## src/rtl/contador_ocupacao_pkg.sv

```systemverilog
// -----------------------------------------------------------------------------
// contador_ocupacao_pkg
// Constants shared by the gate FSM, the occupancy counter and the 7-segment
// decoder:
//   ST_A..ST_E : one-hot encodings of the gate FSM states
//                (A idle, B entry, C metal, D exit, E rotation-only)
//   SEG_BLANK  : all segments off on an active-low 7-segment display
//   is_onehot  : returns 1 when exactly one bit of a state word is set
// -----------------------------------------------------------------------------
package contador_ocupacao_pkg;

    localparam logic [4:0] ST_A = 5'b10000;
    localparam logic [4:0] ST_B = 5'b01000;
    localparam logic [4:0] ST_C = 5'b00100;
    localparam logic [4:0] ST_D = 5'b00010;
    localparam logic [4:0] ST_E = 5'b00001;

    localparam logic [6:0] SEG_BLANK = 7'b1111111;

    // Clearing the lowest set bit leaves zero only for a single-bit word.
    function automatic logic is_onehot(input logic [4:0] v);
        return (v != 5'd0) && ((v & (v - 5'd1)) == 5'd0);
    endfunction

endpackage

```

## src/rtl/contador_ocupacao_decod7seg.sv

```systemverilog
// -----------------------------------------------------------------------------
// decod7seg
// Combinational BCD to active-low 7-segment decoder.
//   digito_i [3:0] : value to display (0..9; anything above shows blank)
//   seg_o    [6:0] : segments, bit 0 = a ... bit 6 = g, active low
// -----------------------------------------------------------------------------
module decod7seg
    import contador_ocupacao_pkg::*;
(
    input  logic [3:0] digito_i,
    output logic [6:0] seg_o
);

    always_comb begin
        // NOTE: every combinational output gets a value on every path (here via
        // the default arm); a missing path would infer a latch.
        unique case (digito_i)
            4'd0:    seg_o = 7'b1000000;
            4'd1:    seg_o = 7'b1111001;
            4'd2:    seg_o = 7'b0100100;
            4'd3:    seg_o = 7'b0110000;
            4'd4:    seg_o = 7'b0011001;
            4'd5:    seg_o = 7'b0010010;
            4'd6:    seg_o = 7'b0000010;
            4'd7:    seg_o = 7'b1111000;
            4'd8:    seg_o = 7'b0000000;
            4'd9:    seg_o = 7'b0010000;
            default: seg_o = SEG_BLANK;
        endcase
    end

endmodule

```

## src/rtl/contador_ocupacao.sv

```systemverilog
// -----------------------------------------------------------------------------
// contador_ocupacao
// Counts people through a gate by watching the gate FSM's one-hot state,
// latches a metal-detector alarm and drives a 7-segment occupancy display
// that blinks while the alarm is active.
//   clock          : single clock, rising edge
//   reset          : synchronous, active high
//   estadoLed[4:0] : one-hot gate FSM state (A..E, see package)
//   ocupacao[3:0]  : current occupancy, 0..CAPACITY
//   cheio          : high while ocupacao == CAPACITY
//   alarme         : high while the metal alarm is latched
//   HEX0[6:0]      : active-low 7-segment digit (bit 0 = a, bit 6 = g)
// -----------------------------------------------------------------------------
module contador_ocupacao
    import contador_ocupacao_pkg::*;
#(
    parameter int CAPACITY  = 9,
    parameter int BLINK_DIV = 25_000_000
)(
    input  logic       clock,
    input  logic       reset,
    input  logic [4:0] estadoLed,
    output logic [3:0] ocupacao,
    output logic       cheio,
    output logic       alarme,
    output logic [6:0] HEX0
);

    localparam logic [3:0] CAP       = 4'(CAPACITY);
    localparam int         CNT_W     = (2 * BLINK_DIV > 1) ? $clog2(2 * BLINK_DIV) : 1;
    localparam logic [CNT_W-1:0] CNT_LAST = CNT_W'(2 * BLINK_DIV - 1);
    localparam logic [CNT_W-1:0] CNT_HALF = CNT_W'(BLINK_DIV);

    logic [4:0]       estado_ant_q, estado_ant_d;
    logic [3:0]       ocupacao_q,   ocupacao_d;
    logic             cheio_q,      cheio_d;
    logic             alarme_q,     alarme_d;
    logic [CNT_W-1:0] blink_q,      blink_d;

    logic       valido;
    logic       entrada;
    logic       saida;
    logic [6:0] seg_digito;

    assign valido  = is_onehot(estadoLed);
    assign entrada = valido && (estado_ant_q == ST_B) && (estadoLed == ST_A);
    assign saida   = valido && (estado_ant_q == ST_D) && (estadoLed == ST_A);

    always_comb begin
        estado_ant_d = estado_ant_q;
        ocupacao_d   = ocupacao_q;
        alarme_d     = alarme_q;

        // Malformed state words are dropped entirely, so the previous valid
        // state survives and a later A still pairs with it.
        if (valido) begin
            estado_ant_d = estadoLed;

            if (entrada && (ocupacao_q < CAP)) begin
                ocupacao_d = ocupacao_q + 4'd1;
            end else if (saida && (ocupacao_q != 4'd0)) begin
                ocupacao_d = ocupacao_q - 4'd1;
            end

            // Only an edge into C raises the alarm; holding C keeps it set.
            if ((estadoLed == ST_C) && (estado_ant_q != ST_C)) begin
                alarme_d = 1'b1;
            end else if (estadoLed == ST_A) begin
                alarme_d = 1'b0;
            end
        end

        // Held at zero while idle, so it always starts from 0 when alarme rises.
        if (!alarme_q) begin
            blink_d = '0;
        end else if (blink_q == CNT_LAST) begin
            blink_d = '0;
        end else begin
            blink_d = blink_q + 1'b1;
        end

        // Derived from the next count so the flag lands in the same cycle.
        cheio_d = (ocupacao_d == CAP);
    end

    always_ff @(posedge clock) begin
        // NOTE: state registers use non-blocking assignments so every flop
        // samples the pre-edge values, independent of statement order.
        if (reset) begin
            estado_ant_q <= ST_A;
            ocupacao_q   <= 4'd0;
            cheio_q      <= 1'b0;
            alarme_q     <= 1'b0;
            blink_q      <= '0;
        end else begin
            estado_ant_q <= estado_ant_d;
            ocupacao_q   <= ocupacao_d;
            cheio_q      <= cheio_d;
            alarme_q     <= alarme_d;
            blink_q      <= blink_d;
        end
    end

    decod7seg u_decod7seg (
        .digito_i (ocupacao_q),
        .seg_o    (seg_digito)
    );

    // Digit for the first half of the blink period, blank for the second.
    assign HEX0     = (alarme_q && (blink_q >= CNT_HALF)) ? SEG_BLANK : seg_digito;
    assign ocupacao = ocupacao_q;
    assign cheio    = cheio_q;
    assign alarme   = alarme_q;

endmodule

```

## config.mk

```make
export PLATFORM = sky130hd
export DESIGN_NAME = contador_ocupacao
export DESIGN_NICKNAME = d
export VERILOG_FILES = /design/src/rtl/contador_ocupacao_pkg.sv /design/src/rtl/contador_ocupacao_decod7seg.sv /design/src/rtl/contador_ocupacao.sv
export SDC_FILE = /design/constraint.sdc
export NUM_CORES = 1
export LEC_CHECK = 0
export CORE_AREA = 2 2 71 73
export DETAILED_ROUTE_END_ITERATION = 10
export DIE_AREA = 0 0 73 75
export GPL_TIMING_DRIVEN = 0
export PLACE_DENSITY = 0.71
export SLEW_MARGIN = 20
export SYNTH_ARGS = -nofsm -noshare
export SYNTH_HDL_FRONTEND = slang
export SYNTH_SLANG_ARGS = --single-unit
export TNS_END_PERCENT = 1
```

## constraint.sdc

```tcl
create_clock -name clock -period 3.05 [get_ports clock]
set_clock_uncertainty 0.15 [all_clocks]
set_input_delay 0.61 -clock clock [delete_from_list [all_inputs] [get_ports clock]]
set_output_delay 0.61 -clock clock [all_outputs]
set_load 0.02 [all_outputs]
```

# After elaboration in Yosys (flattened, before gate mapping)
# Memory sizes are Yosys's and may differ from the RTL's. A register that Yosys moved wholly into a read port is not among the register bits.
# Cells that the tools add are included.
[op_classes]
magnitude_cmp = 2
n_mux = 7
reduce_logical = 15
bitwise = 2
n_eq_ne = 7
n_addsub = 4
[ops]
columns = ["op", "count"]
rows = [
  ["$add 26x1->26 const B", 1],
  ["$eq 26x26->1 const B", 1],
  ["$ge 26x25->1 const B", 1],
  ["$mux 4", 4],
  ["$logic_and 1x1->1", 9],
  ["$mux 7", 1],
  ["$and 5x5->5", 1],
  ["$eq 5x2->1 const B", 1],
  ["$eq 5x3->1 const B", 1],
  ["$eq 5x4->1 const B", 1],
  ["$eq 5x5->1 const B", 1],
  ["$logic_not 5->1", 1],
  ["$ne 5x3->1 const B", 1],
  ["$reduce_bool 5->1", 1],
  ["$sub 5x1->5 const B", 1],
  ["$add 4x1->4 const B", 1],
  ["$eq 4x4->1 const B", 1],
  ["$lt 4x4->1 const B", 1],
  ["$reduce_bool 4->1", 1],
  ["$sub 4x1->4 const B", 1],
  ["$reduce_or 3->1", 1],
  ["$mux 1", 2],
  ["$reduce_and 2->1", 1],
  ["$reduce_bool 2->1", 1],
  ["$not 1->1", 1],
]
[word_totals]
mem_bits_ro = 112
reg_bits = 37
out_inout_bits = 13
n_memories = 1
wordCells = 43
[memory_table]
columns = ["memory", "words", "word_bits", "read_ports", "rd_clocked_by_memory_dff", "wr", "line", "text"]
rows = [
  ["(no name shown)", 16, 7, 1, 1, 0, "contador_ocupacao_decod7seg.sv:17", "unique case (digito_i)"],
]

# Logic depth before layout (Yosys ltp)
# Gate-level depths: netlist of the first run.
[logic_depth]
ltp_word = 11
mapped_depth = 11
depth_no_buf = 11

# Modules after synthesis
# From an unflattened synthesis of the first run, not the netlist that was laid out.
[unflattened]
hier_cells = 267
area_unflattened_um2 = 2179.6
[modules_own_cells]
columns = ["mod", "n_inst", "area_per_inst_um2", "cells_each"]
rows = [
  ["contador_ocupacao", 1, 1969.4, 234],
  ["decod7seg", 1, 210.2, 33],
]

# Least setup slack after synthesis of the first run
# Ideal clock, no wire load.
[synth_path]
kind = "input to register"
from = "input estadoLed[0]"
to = "register, netlist name u_decod7seg.seg_o[5]"
path_buffers = 2
stages = 10
setup_slack_ns = 0.098
arrival_time_ns = 2.732
required_time_ns = 2.830
cell_sequence = "buf_6 -> or3b_1 -> clkbuf_2 -> a2111o_1 -> a31oi_1 -> o21a_1 -> inv_1 -> ha_1 -> mux2_2 -> a21oi_1"
[synth_between]
elab_chain_len = 11
word_cells_on_any_way = 16
classes_between = "add/sub (1); eq/ne (1); mux (4); bitwise (1); reduce/logical (9)"
[synth_lines]
columns = ["element", "line", "text"]
rows = [
  ["start: declaration", "contador_ocupacao.sv:22", "input logic [4:0] estadoLed,"],
  ["$sub 5x1->5", "contador_ocupacao_pkg.sv:22", "return (v != 5'd0) && ((v & (v - 5'd1)) == 5'd0);"],
  ["$and 5x5->5", "contador_ocupacao_pkg.sv:22", ""],
  ["$logic_not 5->1", "contador_ocupacao_pkg.sv:22", ""],
  ["$logic_and 1x1->1", "contador_ocupacao_pkg.sv:22", ""],
  ["$logic_and 1x1->1 (2 in series)", "contador_ocupacao.sv:47", "assign saida = valido && (estado_ant_q == ST_D) && (estadoLed == ST_A);"],
  ["$logic_and 1x1->1", "contador_ocupacao.sv:61", "end else if (saida && (ocupacao_q != 4'd0)) begin"],
  ["$mux 4", "contador_ocupacao.sv:61", ""],
  ["$mux 4", "contador_ocupacao.sv:59", "if (entrada && (ocupacao_q < CAP)) begin"],
  ["$mux 4 (*)", "contador_ocupacao.sv:56", "if (valido) begin"],
  ["$mux 4 (no line) (*)", "n/a", ""],
]
# Mark *: on every way between the ends. The rest lies on a longest branch, timed or not.
# A chain may end at the register's enable or synchronous reset.

# Final worst setup path of the first run
[layout_path]
from = "input estadoLed[4]"
to = "register, netlist name u_decod7seg.seg_o[4]"
[layout_between]
elab_chain_len = 11
word_cells_on_any_way = 16
classes_between = "add/sub (1); eq/ne (1); mux (4); bitwise (1); reduce/logical (9)"
[layout_lines]
columns = ["element", "line"]
rows = [
  ["$sub 5x1->5", "contador_ocupacao_pkg.sv:22"],
  ["$and 5x5->5", "contador_ocupacao_pkg.sv:22"],
  ["$logic_not 5->1", "contador_ocupacao_pkg.sv:22"],
  ["$logic_and 1x1->1", "contador_ocupacao_pkg.sv:22"],
  ["$logic_and 1x1->1 (2 in series)", "contador_ocupacao.sv:47"],
  ["$logic_and 1x1->1", "contador_ocupacao.sv:61"],
  ["$mux 4", "contador_ocupacao.sv:61"],
  ["$mux 4", "contador_ocupacao.sv:59"],
  ["$mux 4 (*)", "contador_ocupacao.sv:56"],
  ["$mux 4 (no line) (*)", "n/a"],
]
# Marked as above.

==> flow_summary.yaml, run 1 <==
floorplanning:
  io-pin-count: 20
  die_w_um: 73
  start_util: 0.512
  die_h_um: 75
  rows: 25
  coreArea_mm2: 0.00466
  die_area_mm2: 0.00548
final_layout:
  fillers: 414
  drive_gt1_frac: 0.150
  final_util: 0.601
  layout_common_cells: "44 x dfxtp_1, 39 x nor2_1, 22 x nand2_1"
  seqCellArea_um2: 881
  diodes: 0
  final_common_cell: "dfxtp_1"
  fin_nets: 334
  area_growth_syn_to_layout_pct: 17.3
  multiInputGateArea_mm2: 0.00144
detailed_routing:
  wire_per_inst_um: 13.5
  drt-initial-drc-count: 135
  firstDrtPassIters: 4
  via_per_inst: 5.58
  vias: 2080
  wl_mm: 5.03
  ant_nets: 0
  post-route-drc-count: 0
power_and_ir_drop:
  power_w: 0.00110
  ir_worst_vdd_uv: 495
  cellPowerDensity_mw_per_mm2: 392
  leakage_nw: 1.04
global_routing:
  grt_max_degree: 14
  track_usage: 0.191
  antenna_found_initial: 0
  met1_usage: 0.251
  overflow: 0
  met3_usage: 0.0522
  grt_pass1_vias: 1831
  use_met2: 0.293
  grt_pass1_wl_mm: 8.11
  top_usage_layer: "met2"
timing:
  hold_violations: 0
  max_clock_freq_mhz: 324
  drv_slew: 0
  setup_viol: 2
  worst_pin_slew_ns: 0.690
  final.period_utilization: 1.01
  relSlewSlack: 0.537
  final.min_clock_period_ns: 3.09
  final.setup.worst_slack_ns: -0.0363
  hold_ws_ns: 0.325
  rsz0062_at_grt: "yes"
yosys:
  synth.yosys.seq_area_share: 0.369
  synth_nets: 306
  yosys.area_share.simple: 0.290
  ys_types: 50
  ys_seq_elements: 44
  synth_cells: 290
  syn_avg_cell_area_um2: 8.23
  yosysWarnings: 0
  synth-edff-count: 0
  synth_top_family_by_area: "simple AND/OR/NAND/NOR gates"
  synth_compound_area_frac: 0.124
  syn_area_mm2: 0.00239
  synth_fa_ha_area_frac: 0.0472
  ys.flop_type: "dfxtp_1"
  async_flop_share: 0
  synthMuxAreaShare: 0.0341
  synth_xor_area_frac: 0.0807
setup_path:
  crit_buf_inv: 2
  crit_chain: "clkdlybuf4s50_1 > or3b_4 > a2111o_1 > a31oi_2 > o21a_2 > buf_4 > ha_1 > nand2_2 > a211o_1"
  worstPathRequired_ns: 3.09
  critPathMaxFanout: 7
  path_class: "in -> reg"
  cp_num_cells: 9
  worstSetupEndpointType: "flop"
  critPathMaxStageDelay_ns: 0.50
  critical_path.top_delay_family: "compound AO/OA/AOI/OAI gates"
  rr_worst_depth: 9
  crit_slowest_cell: "a2111o_1"
  arrival_ns: 3.12
  cp-start-kind: "input pin"
run_status:
  violations: "setup timing"
  run_status: "complete, but fails checks"
clocking:
  clkTransAtPathRegs_ns: 0.09
  tritoncts: "built"
  clockBufferDepth: 2
  cts-root-buf: "clkbuf_8"
  cts.sinks: 44
  htreeDepth: 2
  cts_made_buffers: 5
  insertion_delay_ns: 0.30
placement:
  place_congestion: 0.867
  dp_hpwl_mm: 3.43
  io_buffer_count: 16
job:
  cap_violations: 0
worst_hold_path:
  hold_class: "reg -> reg"
  min_path_cells: 1
what timing repair did:
item                                    in CTS  in global routing
hold buffers                                 0                  0
resized for setup                           18                  5
setup buffers                                0                  7
endpoints found under the setup margin      14                 25
pin swaps                                    1                  3
gates cloned                                 0                  0
Yosys cell counts (3+ instances only):
cell type / instances / area, µm²
o21a_1: 4 / 30.0
inv_1: 13 / 48.8
clkbuf_1: 6 / 22.5
ha_1: 9 / 113
nor4_1: 5 / 31.3
or3_1: 6 / 37.5
or2_2: 7 / 43.8
and3_1: 6 / 37.5
o21ai_0: 10 / 50.1
xor2_1: 13 / 114
dfxtp_1: 44 / 881
buf_6: 3 / 33.8
nand3_1: 16 / 80.1
nand2_1: 22 / 82.6
nor3_1: 13 / 65.1
nor2_1: 40 / 150
xnor2_1: 9 / 78.8
nand4_1: 3 / 18.8
mux2i_1: 7 / 70.1
a21oi_1: 14 / 70.1
layer usage:
metal | vias to the layer above | part of all wire
met4 | 0 | 0.016
met1 | 961 | 0.49
met5 | - | 0
met3 | 9 | 0.042
met2 | 44 | 0.45
li1 | 1066 | -
logic make-up (layout without fill, tap and decap cells):
family / count (synthesis) / in the layout
DFF: 44 / 44
buffers and inverters: 27 / 56
muxes: 8 / 8
xor gates and xnor gates: 22 / 22
and+or+nand+nor: 135 / 135
adders and majority gates: 9 / 9
AOI/OAI and AO/OA: 45 / 45
path summary, 6_finish.rpt:
check / from / slack [ns] / end
worst min register to register: blink_q[0] / 0.32 / blink_q[0]
worst max-delay path: estadoLed[4] / -0.04 / u_decod7seg.seg_o[4]
worst max register to register: estado_ant_q[1] / 0.22 / u_decod7seg.seg_o[4]
worst min-delay path: blink_q[0] / 0.32 / blink_q[0]
registers in the layout (all words and copies together), names as in the netlist:
signal	count
blink_q	26
u_decod7seg.seg_o	7
estado_ant_q	5
ocupacao	4
alarme	1
cheio	1
report_power, final:
group | switching, W | total [W] | internal [W] | leakage, nW
clock network | 0.000200 | 0.000380 | 0.000181 | 0.0510
logic | 0.0000691 | 0.000126 | 0.0000569 | 0.637
registers | 0.00000707 | 0.000591 | 0.000584 | 0.355
total | 0.000276 | 0.00110 | 0.000822 | 1.04
stage by stage:
step	TNS [ns]	instance area [µm²]	std cells	worst slack, ns
after detailed placement	-3.80	2620	360	-0.656
after global routing	-0.274	2800	373	-0.105
after global placement	-3.66	2620	360	-0.655
final	-0.0506	2800	373	-0.0363
after floorplan	0	2390	290	0.0979
after CTS	-0.123	2730	367	-0.0682
layout make-up:
type / instances / share of cell area
Buffer: 11 / 0.0250
Clock buffer: 6 / 0.0295
Clock inverter: 2 / 0.00357
Inverter: 14 / 0.0188
Multi-Input combinational cell: 219 / 0.512
Sequential cell: 44 / 0.314
Tap cell: 54 / 0.0241
Timing Repair Buffer: 23 / 0.0724
Note: power is estimated with default switching activity, not from simulation.
==> run 2, diff against run 1 <==
Settings changed: ABC_CLOCK_PERIOD_IN_PS from default to 4000, CORE_AREA 2 2 71 73 to 2 2 69 71, DIE_AREA 0 0 73 75 to 0 0 71 73, PLACE_DENSITY 0.71 to 0.72, SLEW_MARGIN 20 to default.
Clock period 3.05 ns to 4 ns, I/O delays scaled along.
==> flow_summary.yaml, run 2 (synthesis gave the netlist of run 1 again) <==
run_status:
  run_status: "completed"
floorplanning:
  start_util: 0.526
  rows: 25
  coreArea_mm2: 0.00454
  die_h_um: 73
  die_area_mm2: 0.00518
  die_w_um: 71
  io-pin-count: 20
clocking:
  cts.sinks: 44
  cts_made_buffers: 5
  ctsHoldBuffers: 0
  post_cts_resized: 0
  cts-root-buf: "clkbuf_8"
  insertion_delay_ns: 0.30
  tritoncts: "built"
  cts_setup_buffers: 0
  clkTransAtPathRegs_ns: 0.08
  htreeDepth: 2
  clockBufferDepth: 2
setup_path:
  worstPathRequired_ns: 4.07
  r2r_end: "u_decod7seg.seg_o[5]"
  crit_chain: "clkdlybuf4s50_1 > or3_4 > buf_6 > a2111oi_0 > nor3_1 > nor2_1 > nand2_2 > inv_2 > mux2_2 > a21oi_1"
  arrival_ns: 3.69
  worstSetupEndpointType: "flop"
  crit_slowest_cell: "a2111oi_0"
  rr_startpoint: "ocupacao[0]"
  critPathMaxStageDelay_ns: 0.56
  critPathMaxFanout: 10
  cp-start-kind: "input pin"
  rrSetupSlack_ns: 0.87
  path_class: "in -> reg"
  rr_worst_depth: 9
timing:
  tns_ns: 0
  relSlewSlack: 0.362
  final.period_utilization: 0.905
  drv_slew: 0
  max_clock_freq_mhz: 276
  hold_violations: 0
  setup_viol: 0
  rsz0062_at_grt: "no"
  final.min_clock_period_ns: 3.62
  worst_pin_slew_ns: 0.943
worst_hold_path:
  hold_end: "blink_q[0]"
  hold_class: "reg -> reg"
  hold_path_startpoint: "blink_q[0]"
  min_path_cells: 1
final_layout:
  layout_common_cells: "44 x dfxtp_1, 40 x nor2_1, 22 x nand2_1"
  final_util: 0.598
  drive_gt1_frac: 0.0955
  diodes: 0
  largest_reg_flops: 26
  final_common_cell: "dfxtp_1"
  area_growth_syn_to_layout_pct: 13.6
  top_register: "blink_q"
  fin_nets: 329
detailed_routing:
  drt-initial-drc-count: 106
  ant_nets: 0
  firstDrtPassIters: 4
  post-route-drc-count: 0
  wl_mm: 4.73
  vias: 1989
  wire_per_inst_um: 12.8
  via_per_inst: 5.40
global_routing:
  grt_pass1_wl_mm: 8.15
  overflow: 0
  track_usage: 0.196
  grt_max_degree: 15
  antenna_found_initial: 0
  grt_pass1_vias: 1747
job:
  cap_violations: 0
placement:
  dp_hpwl_mm: 3.44
  place_congestion: 0.815
  io_buffer_count: 16
power_and_ir_drop:
  cellPowerDensity_mw_per_mm2: 307
  ir_worst_vdd_uv: 145
  leakage_nw: 0.977
[run 2: report_power, final]
part / internal [W] / switching, W
logic: 0.0000408 / 0.0000474
clock network: 0.000140 / 0.000155
registers: 0.000445 / 0.00000526
[run 2: worst max-delay path by stage]
stage | end | cells past startpoint | start | slack (ns)
6_report | u_decod7seg.seg_o[5] | 10 | estadoLed[1] | 0.38
5_1_grt | u_decod7seg.seg_o[5] | 10 | estadoLed[1] | 0.15
3_3_place_gp | u_decod7seg.seg_o[5] | 10 | estadoLed[1] | 0.08
2_1_floorplan | u_decod7seg.seg_o[5] | 10 | estadoLed[0] | 0.86
4_1_cts | u_decod7seg.seg_o[5] | 10 | estadoLed[1] | 0.36
3_5_place_dp | u_decod7seg.seg_o[5] | 10 | estadoLed[1] | 0.06
[run 2: metal layers]
layer,vias up,GRT usage,wire length [µm]
met1,905,0.275,2470
met2,25,0.300,2060
met5,-,0,0
li1,1055,-,-
met4,0,0.0587,46
met3,4,0.0470,144
[run 2: final cells by class]
class	instances	area (µm²)
Timing Repair Buffer	16	160
Inverter	14	52.6
Clock buffer	6	82.6
Fill cell	417	1820
Sequential cell	44	881
Tap cell	54	67.6
Clock inverter	2	15.0
Buffer	13	78.8
Multi-Input combinational cell	219	1380
[run 2: critical path, delay by kind of cell]
kind / cells / cell delay (ns)
and+or+nand+nor: 4 / 0.99
muxes: 1 / 0.35
AOI/OAI and AO/OA: 2 / 0.73
buffers and inverters: 3 / 0.82
[run 2: per-stage QoR]
step	power, W	cells	hold slack, ns	setup slack, ns	area (µm²)
5_1_grt	0.000873	368	0.340	0.150	2710
3_5_place_dp	0.000549	360	0.306	0.0551	2620
3_3_place_gp	0.000548	360	0.297	0.0783	2620
2_1_floorplan	0.000522	290	0.280	0.858	2390
6_report	0.000833	368	0.324	0.380	2710
4_1_cts	0.000844	368	0.327	0.364	2710
==> run 3, diff against run 2 <==
Settings changed: RECOVER_POWER from default to 100.
==> flow_summary.yaml, run 3 (synthesis gave the netlist of run 1 again) <==
clocking:
  tritoncts: "built"
  ctsHoldBuffers: 0
  cts_setup_buffers: 0
  insertion_delay_ns: 0.30
  post_cts_resized: 0
  clkTransAtPathRegs_ns: 0.09
  cts.sinks: 44
  cts_made_buffers: 5
  htreeDepth: 2
  clockBufferDepth: 2
  cts-root-buf: "clkbuf_8"
final_layout:
  drive_gt1_frac: 0.0828
  area_growth_syn_to_layout_pct: 13.0
  fillers: 417
  seqCellArea_um2: 881
  top_register: "blink_q"
  diodes: 0
  largest_reg_flops: 26
  final_common_cell: "dfxtp_1"
  layout_common_cells: "44 x dfxtp_1, 40 x nor2_1, 22 x nand2_1"
  multiInputGateArea_mm2: 0.00136
  final_util: 0.595
  fin_nets: 329
global_routing:
  grt_pass1_wl_mm: 8.15
  antenna_found_initial: 0
  grt_pass1_vias: 1747
  overflow: 0
  grt_max_degree: 15
  track_usage: 0.196
floorplanning:
  rows: 25
  die_w_um: 71
  coreArea_mm2: 0.00454
  die_area_mm2: 0.00518
  die_h_um: 73
  start_util: 0.526
  io-pin-count: 20
setup_path:
  rr_startpoint: "blink_q[0]"
  crit_end: "HEX0[1]"
  cp-start-kind: "flop"
  critPathMaxFanout: 7
  crit_slowest_cell: "dlygate4sd3_1"
  critPathMaxStageDelay_ns: 0.68
  worstPathRequired_ns: 3.05
  rr_worst_depth: 7
  critical_path.startpoint: "blink_q[18]"
  arrival_ns: 2.72
  worstSetupEndpointType: "output pin"
  rrSetupSlack_ns: 0.69
  r2r_end: "blink_q[16]"
  crit_chain: "clkbuf_1 > and3_1 > nand3_1 > o21bai_1 > a21oi_1 > or2_2 > dlygate4sd3_1"
  path_class: "reg -> out"
detailed_routing:
  post-route-drc-count: 0
  ant_nets: 0
  wire_per_inst_um: 12.8
  via_per_inst: 5.41
  firstDrtPassIters: 4
  drt-initial-drc-count: 89
  wl_mm: 4.73
  vias: 1992
timing:
  hold_violations: 0
  drv_slew: 0
  relSlewSlack: 0.0592
  worst_pin_slew_ns: 1.39
  final.setup.worst_slack_ns: 0.326
  tns_ns: 0
  setup_viol: 0
  final.min_clock_period_ns: 3.67
  final.period_utilization: 0.919
  max_clock_freq_mhz: 272
  rsz0062_at_grt: "no"
placement:
  pre_cts_slack_ns: 0.0551
  dp_hpwl_mm: 3.44
  place_congestion: 0.815
  io_buffer_count: 16
run_status:
  run_status: "completed"
worst_hold_path:
  hold_class: "reg -> reg"
  min_path_cells: 1
power_and_ir_drop:
  leakage_nw: 1.01
  power_w: 0.000832
  ir_worst_vdd_uv: 148
  cellPowerDensity_mw_per_mm2: 308
job:
  cap_violations: 0
-- run 3: cell count changes in the layout (fill, tap and decap cells not counted) --
cell	previous run	this run
or3_4	1	0
nor4_1	5	6
o21ba_1	0	1
nor4_2	1	0
buf_4	1	0
o21ba_2	1	0
o311ai_1	1	0
dlygate4sd3_1	0	14
clkdlybuf4s50_1	16	2
clkbuf_1	6	7
or3_1	6	7
o311ai_0	0	1
-- run 3: report_power, final --
part           internal (W)  switching [W]
clock              0.000140       0.000156
sequential         0.000445     0.00000521
combinational     0.0000381      0.0000472
-- run 3: worst min path at each step --
| stage | start | endpoint | slack (ns) |
|---|---|---|---|
| 2_1_floorplan | blink_q[0] | blink_q[0] | 0.28 |
| 3_3_place_gp | blink_q[0] | blink_q[0] | 0.30 |
| 3_5_place_dp | blink_q[0] | blink_q[0] | 0.31 |
| 4_1_cts | blink_q[0] | blink_q[0] | 0.33 |
| 5_1_grt | blink_q[0] | blink_q[0] | 0.34 |
| 6_report | blink_q[0] | blink_q[0] | 0.32 |
-- run 3: cell type report --
cell class | count | share of cell area
multi-input cells | 219 | 0.506
flip-flops and latches | 44 | 0.327
repair buffers | 16 | 0.0594
clock buffers | 6 | 0.0306
plain buffers | 13 | 0.0278
well taps | 54 | 0.0250
inverters | 14 | 0.0195
clock inverters | 2 | 0.00557
-- run 3: per-layer routing --
metal,global-route usage,routed length (µm)
met4,0.0587,46
met2,0.300,2060
met1,0.275,2460
met3,0.0470,160
met5,0,0
-- run 3: stage by stage --
step	std cells	area (µm²)	hold slack, ns
2_1_floorplan	290	2390	0.280
3_5_place_dp	360	2620	0.306
5_1_grt	368	2700	0.340
4_1_cts	368	2710	0.327
3_3_place_gp	360	2620	0.297
6_report	368	2700	0.324
-- run 3: worst max-delay path, delay by kind of cell, from the launching register on --
family	cells	cell delay [ns]
AND/OR/NAND/NOR	3	0.59
flip-flops	1	0.32
AO/OA/AOI/OAI	2	0.58
buffers and inverters	2	0.94
